==> src/rtl/stopwatch_ctrl.sv <==
// stopwatch_ctrl: button-driven stopwatch controller that synchronizes and debounces two
// raw push-buttons, runs the IDLE/RUN/PAUSE/LAP FSM, and divides clk into tick pulses.
module stopwatch_ctrl #(
  parameter int TICK_DIV        = 10_000_000,
  parameter int DEBOUNCE_CYCLES = 1_000_000
) (
  input  logic       clk,
  input  logic       reset_n,
  input  logic       btn_start_stop,
  input  logic       btn_lap_reset,
  output logic       tick,
  output logic       clear,
  output logic       running,
  output logic       lap_hold,
  output logic [1:0] state
);
  localparam int DW = $clog2(TICK_DIV);
  localparam int CW = $clog2(DEBOUNCE_CYCLES + 1);
  localparam logic [DW-1:0] DMAX = DW'(TICK_DIV - 1);
  localparam logic [CW-1:0] CMAX = CW'(DEBOUNCE_CYCLES - 1);

  typedef enum logic [1:0] {IDLE = 2'b00, RUN = 2'b01, PAUSE = 2'b10, LAP = 2'b11} state_t;

  state_t          r_state, w_nxt;
  logic [1:0]      r_s1, r_s2, r_acc, r_acc_d;
  logic [CW-1:0]   r_cnt [2];
  logic [DW-1:0]   r_div, w_div_nxt;
  logic            r_tick, r_clear, r_running, r_lap_hold;
  logic [1:0]      w_press;
  logic            w_ss, w_lr, w_clr, w_go, w_wrap;

  // bit 0 = start/stop, bit 1 = lap/reset
  always_ff @(posedge clk or negedge reset_n) begin
    if (!reset_n) begin
      r_s1    <= '0;
      r_s2    <= '0;
      r_acc   <= '0;
      r_acc_d <= '0;
      for (int i = 0; i < 2; i++) r_cnt[i] <= '0;
    end else begin
      r_s1    <= {btn_lap_reset, btn_start_stop};
      r_s2    <= r_s1;
      r_acc_d <= r_acc;
      for (int i = 0; i < 2; i++) begin
        if (r_s2[i] == r_acc[i]) r_cnt[i] <= '0;
        else if (r_cnt[i] == CMAX) begin
          r_acc[i] <= r_s2[i];
          r_cnt[i] <= '0;
        end else r_cnt[i] <= r_cnt[i] + 1'b1;
      end
    end
  end

  // start/stop wins when both buttons fire in the same cycle
  assign w_press = r_acc & ~r_acc_d;
  assign w_ss    = w_press[0];
  assign w_lr    = w_press[1] & ~w_press[0];

  always_comb begin
    w_nxt = r_state;
    w_clr = 1'b0;
    case (r_state)
      IDLE: begin
        if (w_ss) w_nxt = RUN;
        else if (w_lr) w_clr = 1'b1;
      end
      RUN:   w_nxt = w_ss ? PAUSE : w_lr ? LAP : RUN;
      LAP:   w_nxt = w_ss ? PAUSE : w_lr ? RUN : LAP;
      PAUSE: begin
        if (w_ss) w_nxt = RUN;
        else if (w_lr) begin
          w_nxt = IDLE;
          w_clr = 1'b1;
        end
      end
      default: w_nxt = IDLE;
    endcase
    // divider advances only while staying in a running state, so pausing keeps the phase
    w_go      = r_state[0] & w_nxt[0];
    w_wrap    = r_div == DMAX;
    w_div_nxt = (w_clr || (r_state == IDLE && w_nxt == RUN)) ? '0 :
                !w_go ? r_div : w_wrap ? '0 : r_div + 1'b1;
  end

  always_ff @(posedge clk or negedge reset_n) begin
    if (!reset_n) begin
      r_state    <= IDLE;
      r_div      <= '0;
      r_tick     <= 1'b0;
      r_clear    <= 1'b0;
      r_running  <= 1'b0;
      r_lap_hold <= 1'b0;
    end else begin
      r_state    <= w_nxt;
      r_div      <= w_div_nxt;
      r_tick     <= w_go & w_wrap;
      r_clear    <= w_clr;
      r_running  <= w_nxt[0];
      r_lap_hold <= w_nxt == LAP;
    end
  end

  assign tick     = r_tick;
  assign clear    = r_clear;
  assign running  = r_running;
  assign lap_hold = r_lap_hold;
  assign state    = r_state;
endmodule
==> config.mk <==
export PLATFORM = sky130hd
export DESIGN_NAME = stopwatch_ctrl
export DESIGN_NICKNAME = d
export VERILOG_FILES = /design/src/rtl/stopwatch_ctrl.sv
export SDC_FILE = /design/constraint.sdc
export NUM_CORES = 1
export LEC_CHECK = 0
export CORE_MARGIN = 3
export CORE_UTILIZATION = 66
export CTS_BUF_LIST = sky130_fd_sc_hd__clkbuf_16
export CTS_CLUSTER_SIZE = 8
export DETAILED_ROUTE_END_ITERATION = 12
export GPL_TIMING_DRIVEN = 0
export PLACE_DENSITY_LB_ADDON = 0.08
export SLEW_MARGIN = 25
export SYNTH_ARGS = -nofsm -noshare
export SYNTH_HDL_FRONTEND = slang
export SYNTH_SLANG_ARGS = --single-unit
==> constraint.sdc <==
create_clock -name clk -period 5.3 [get_ports clk]
set_input_delay 1.06 -clock clk [delete_from_list [all_inputs] [get_ports clk]]
set_output_delay 1.06 -clock clk [all_outputs]
set_load 0.02 [all_outputs]
==> summary.txt <==
Power
  – Pwr Density: 293 nW/um^2
  – Overall Power: about 1.3 mW
  – IR drop worst, VDD: around 0.00022 V
  – Lkg Pwr: 1.91 nW

Setup path
  – Slowest cell on crit path: clkdlybuf4s50_1
  – CP Class: register to output port
  – Startpoint types: register
  – Crit-path max FO: 7
  – Worst path cell trace: buf_4, clkdlybuf4s50_1
  – Required time of the critical path: between 4 and 5 ns
  – Critical path capture point type: output port
  – Arrival time of the worst setup path: approximately 1.5 ns
  – Largest stage delay on the critical path: roughly 0.58 ns

Timing
  – Slew Viols, Final: 0
  – RSZ-0062 raised after global routing: false
  – Final hold violation count: 0
  – Worst slew pin tran: around 0.64 ns
  – Fmax: between 300 and 400 MHz
  – Final Critical Period: 2.57 ns
  – Final period util: roughly half
  – Setup-failing EPs final: 0
  – Slew headroom: a little under three fifths
  – Worst Skew: between 0.01 and 0.015 ns
  – Setup TNS Final: 0 ns

Route
  – Residual DRC: 0
  – Final wirelength: ~7800 um
  – Via Count: approximately 3000
  – Via/cell ratio: just over 6
  – Iteration-0 DRC Markers: between 150 and 200
  – DRT Pass-1 Iters: 5
  – Antenna viol nets, final: 0
  – Avg WL per Cell: 15.9 um

Place
  – Dpl hpwl: 5160 um
  – Final GP Congestion: ~0.90
  – Port buffer count: 9
  – Dpl cells: ~480

Global routing
  – GR Util All Layers: around 25%
  – First-pass GRT wire length: 13000 um
  – Largest net degree at the start of global routing: 57
  – Initial antenna violation count: 0
  – Total gr overflow: 0
  – Vias in the first global route: between 2000 and 3000

Synthesis
  – Async SR Flop Fraction: 100%
  – Syn nets: 400
  – Ys flop type: dfrtp_1
  – Synth unique cells: 43
  – Post-synthesis sequential area ratio: about half
  – Synth Instances: 393
  – Ys Warns: 0
  – Mapped cell area: roughly 3800 um^2
  – Avg Inst Size Synth: about 10 um^2
  – EDFF count, synth: 0
  – Seq cells post-synth: 77

Die
  – Total die area: roughly 6700 um^2
  – I/O pin total: 10
  – Die width: just over 80 um
  – Rows: 27
  – Chip height: roughly 80 um
  – Core Box Area: roughly 5500 um^2
  – Starting Density: 68.9%

Run
  – Max Cap Violations: 0

Final layout
  – Share of post-route cells with drive strength above 1: under 10%
  – Most common cell after layout, fill and taps aside: dfrtp_1
  – Final Non-Filler Cells: just under 500
  – Nets: between 400 and 500
  – Layout area overhead: 13.6%
  – Antenna Cells: 0
  – Most frequent cells in the layout: dfrtp_1, nor2_1, nand2_1

Clocking
  – # H-tree levels: 3
  – CTS tree: done
  – CTS resizes: 0
  – CTS Root Cell: clkbuf_16
  – CTS sink count: 77
  – Clock buffer depth: 2
  – Worst-Skew Late Latency: around 0.33 ns
  – Hold-fix buffers at CTS: 0
  – CTS clk-pin slew, worst paths: around 0.060 ns
  – Cts bufs inserted: 9
  – # Post-CTS Setup Buffers: 0

Outcome
  – Status: completed

Hold path
  – HP Class: register to register
-- per-layer routing --
metal	share of wire, %	up-vias	GRT usage, %
li1	-	1438	-
met1	43	1450	31.5
met2	49	108	42.4
met3	4.8	19	4.17
met4	2.5	0	12.1
met5	0	-	0
-- synth_stat cells, types with 2 or more instances --
| cell | count | share of area [%] |
|---|---|---|
| nor3_1 | 7 | 0.92 |
| o21ai_0 | 7 | 0.92 |
| inv_1 | 7 | 0.69 |
| xor2_1 | 23 | 5.3 |
| nor4_4 | 2 | 1.1 |
| and3_1 | 8 | 1.3 |
| ha_1 | 3 | 0.98 |
| clkbuf_1 | 3 | 0.29 |
| nand2b_1 | 7 | 1.1 |
| nand3_2 | 2 | 0.52 |
| or2_2 | 2 | 0.33 |
| nand2_1 | 40 | 3.9 |
| a21o_1 | 2 | 0.39 |
| a21oi_1 | 10 | 1.3 |
| a41oi_1 | 4 | 0.92 |
| nand3_1 | 31 | 4.1 |
| a22o_1 | 2 | 0.46 |
| o31ai_1 | 2 | 0.39 |
| and2_1 | 6 | 0.98 |
| a31oi_1 | 22 | 3.6 |
| nor2_1 | 55 | 5.4 |
| nand4_1 | 13 | 2.1 |
| and4_1 | 8 | 1.8 |
| nor3b_1 | 2 | 0.39 |
| buf_2 | 7 | 0.92 |
| dfrtp_1 | 77 | 50 |
| nor2b_1 | 2 | 0.33 |
| mux2i_1 | 4 | 1.0 |
| mux2_2 | 4 | 1.2 |
| nor4_1 | 5 | 0.82 |
| xnor2_1 | 14 | 3.2 |
-- through the flow --
stage	setup WS (ns)	cell area (um^2)	util (%)	hold slack [ns]
after floorplan	3.50	3820	-	0.331
after global placement	0.639	4000	72.2	0.336
after detailed placement	3.08	4030	72.7	0.346
after CTS	2.72	4340	78.3	0.349
after global routing	2.67	4340	78.3	0.354
final	2.73	4340	78.3	0.349
-- registers in the layout, indices dropped and copies added, names as in the netlist --
register,flops
lap_hold,1
r_cnt,40
r_acc_d,2
r_acc,2
r_s2,2
state,2
r_s1,2
tick,1
r_div,24
clear,1
-- critical path, delay by kind of cell, from the launching register on --
family,cells,cell delay [ns]
buf+inv,2,0.73
flops,1,0.45
-- power by group --
| group | internal, mW | switching (mW) |
|---|---|---|
| Clock | 0.410 | 0.234 |
| Combinational | 0.00916 | 0.0205 |
| Sequential | 0.593 | 0.00458 |
| Total | 1.01 | 0.259 |
-- area by class of cell --
class                      count  area, um^2
inverter                       7        26.3
buffer                        13        68.8
clock buffer                   9         225
multi-input combinational    296        1800
sequential                    77        1930
timing repair buffer          10         115
clock inverter                 7        90.1
fill                         344        1200
tap                           72        90.1
-- logic make-up after synthesis --
kind of cell,count (synthesis),synth area share (%)
xor gates and xnor gates,37,8.48
and+or+nand+nor,195,26.4
DFF,77,50.4
buffers and inverters,20,2.49
adders and majority gates,3,0.983
muxes,8,2.23
AOI/OAI and AO/OA,53,8.97
-- path summary, 6_finish.rpt --
path | start | slack [ns] | depth (start not counted) | end
worst min-delay path | r_s1[1] | 0.35 | 0 | r_s2[1]
worst max-delay path | state[0] | 2.73 | 2 | state[0]
worst max register to register | r_div[0] | 3.18 | 7 | r_div[12]
min in group asynchronous | reset_n | 0.62 | 1 | r_div[11]
worst min register to register | r_s1[1] | 0.35 | 0 | r_s2[1]
max in group asynchronous | reset_n | 4.12 | 2 | r_cnt[34]
Power figures use the tool's default switching activity.
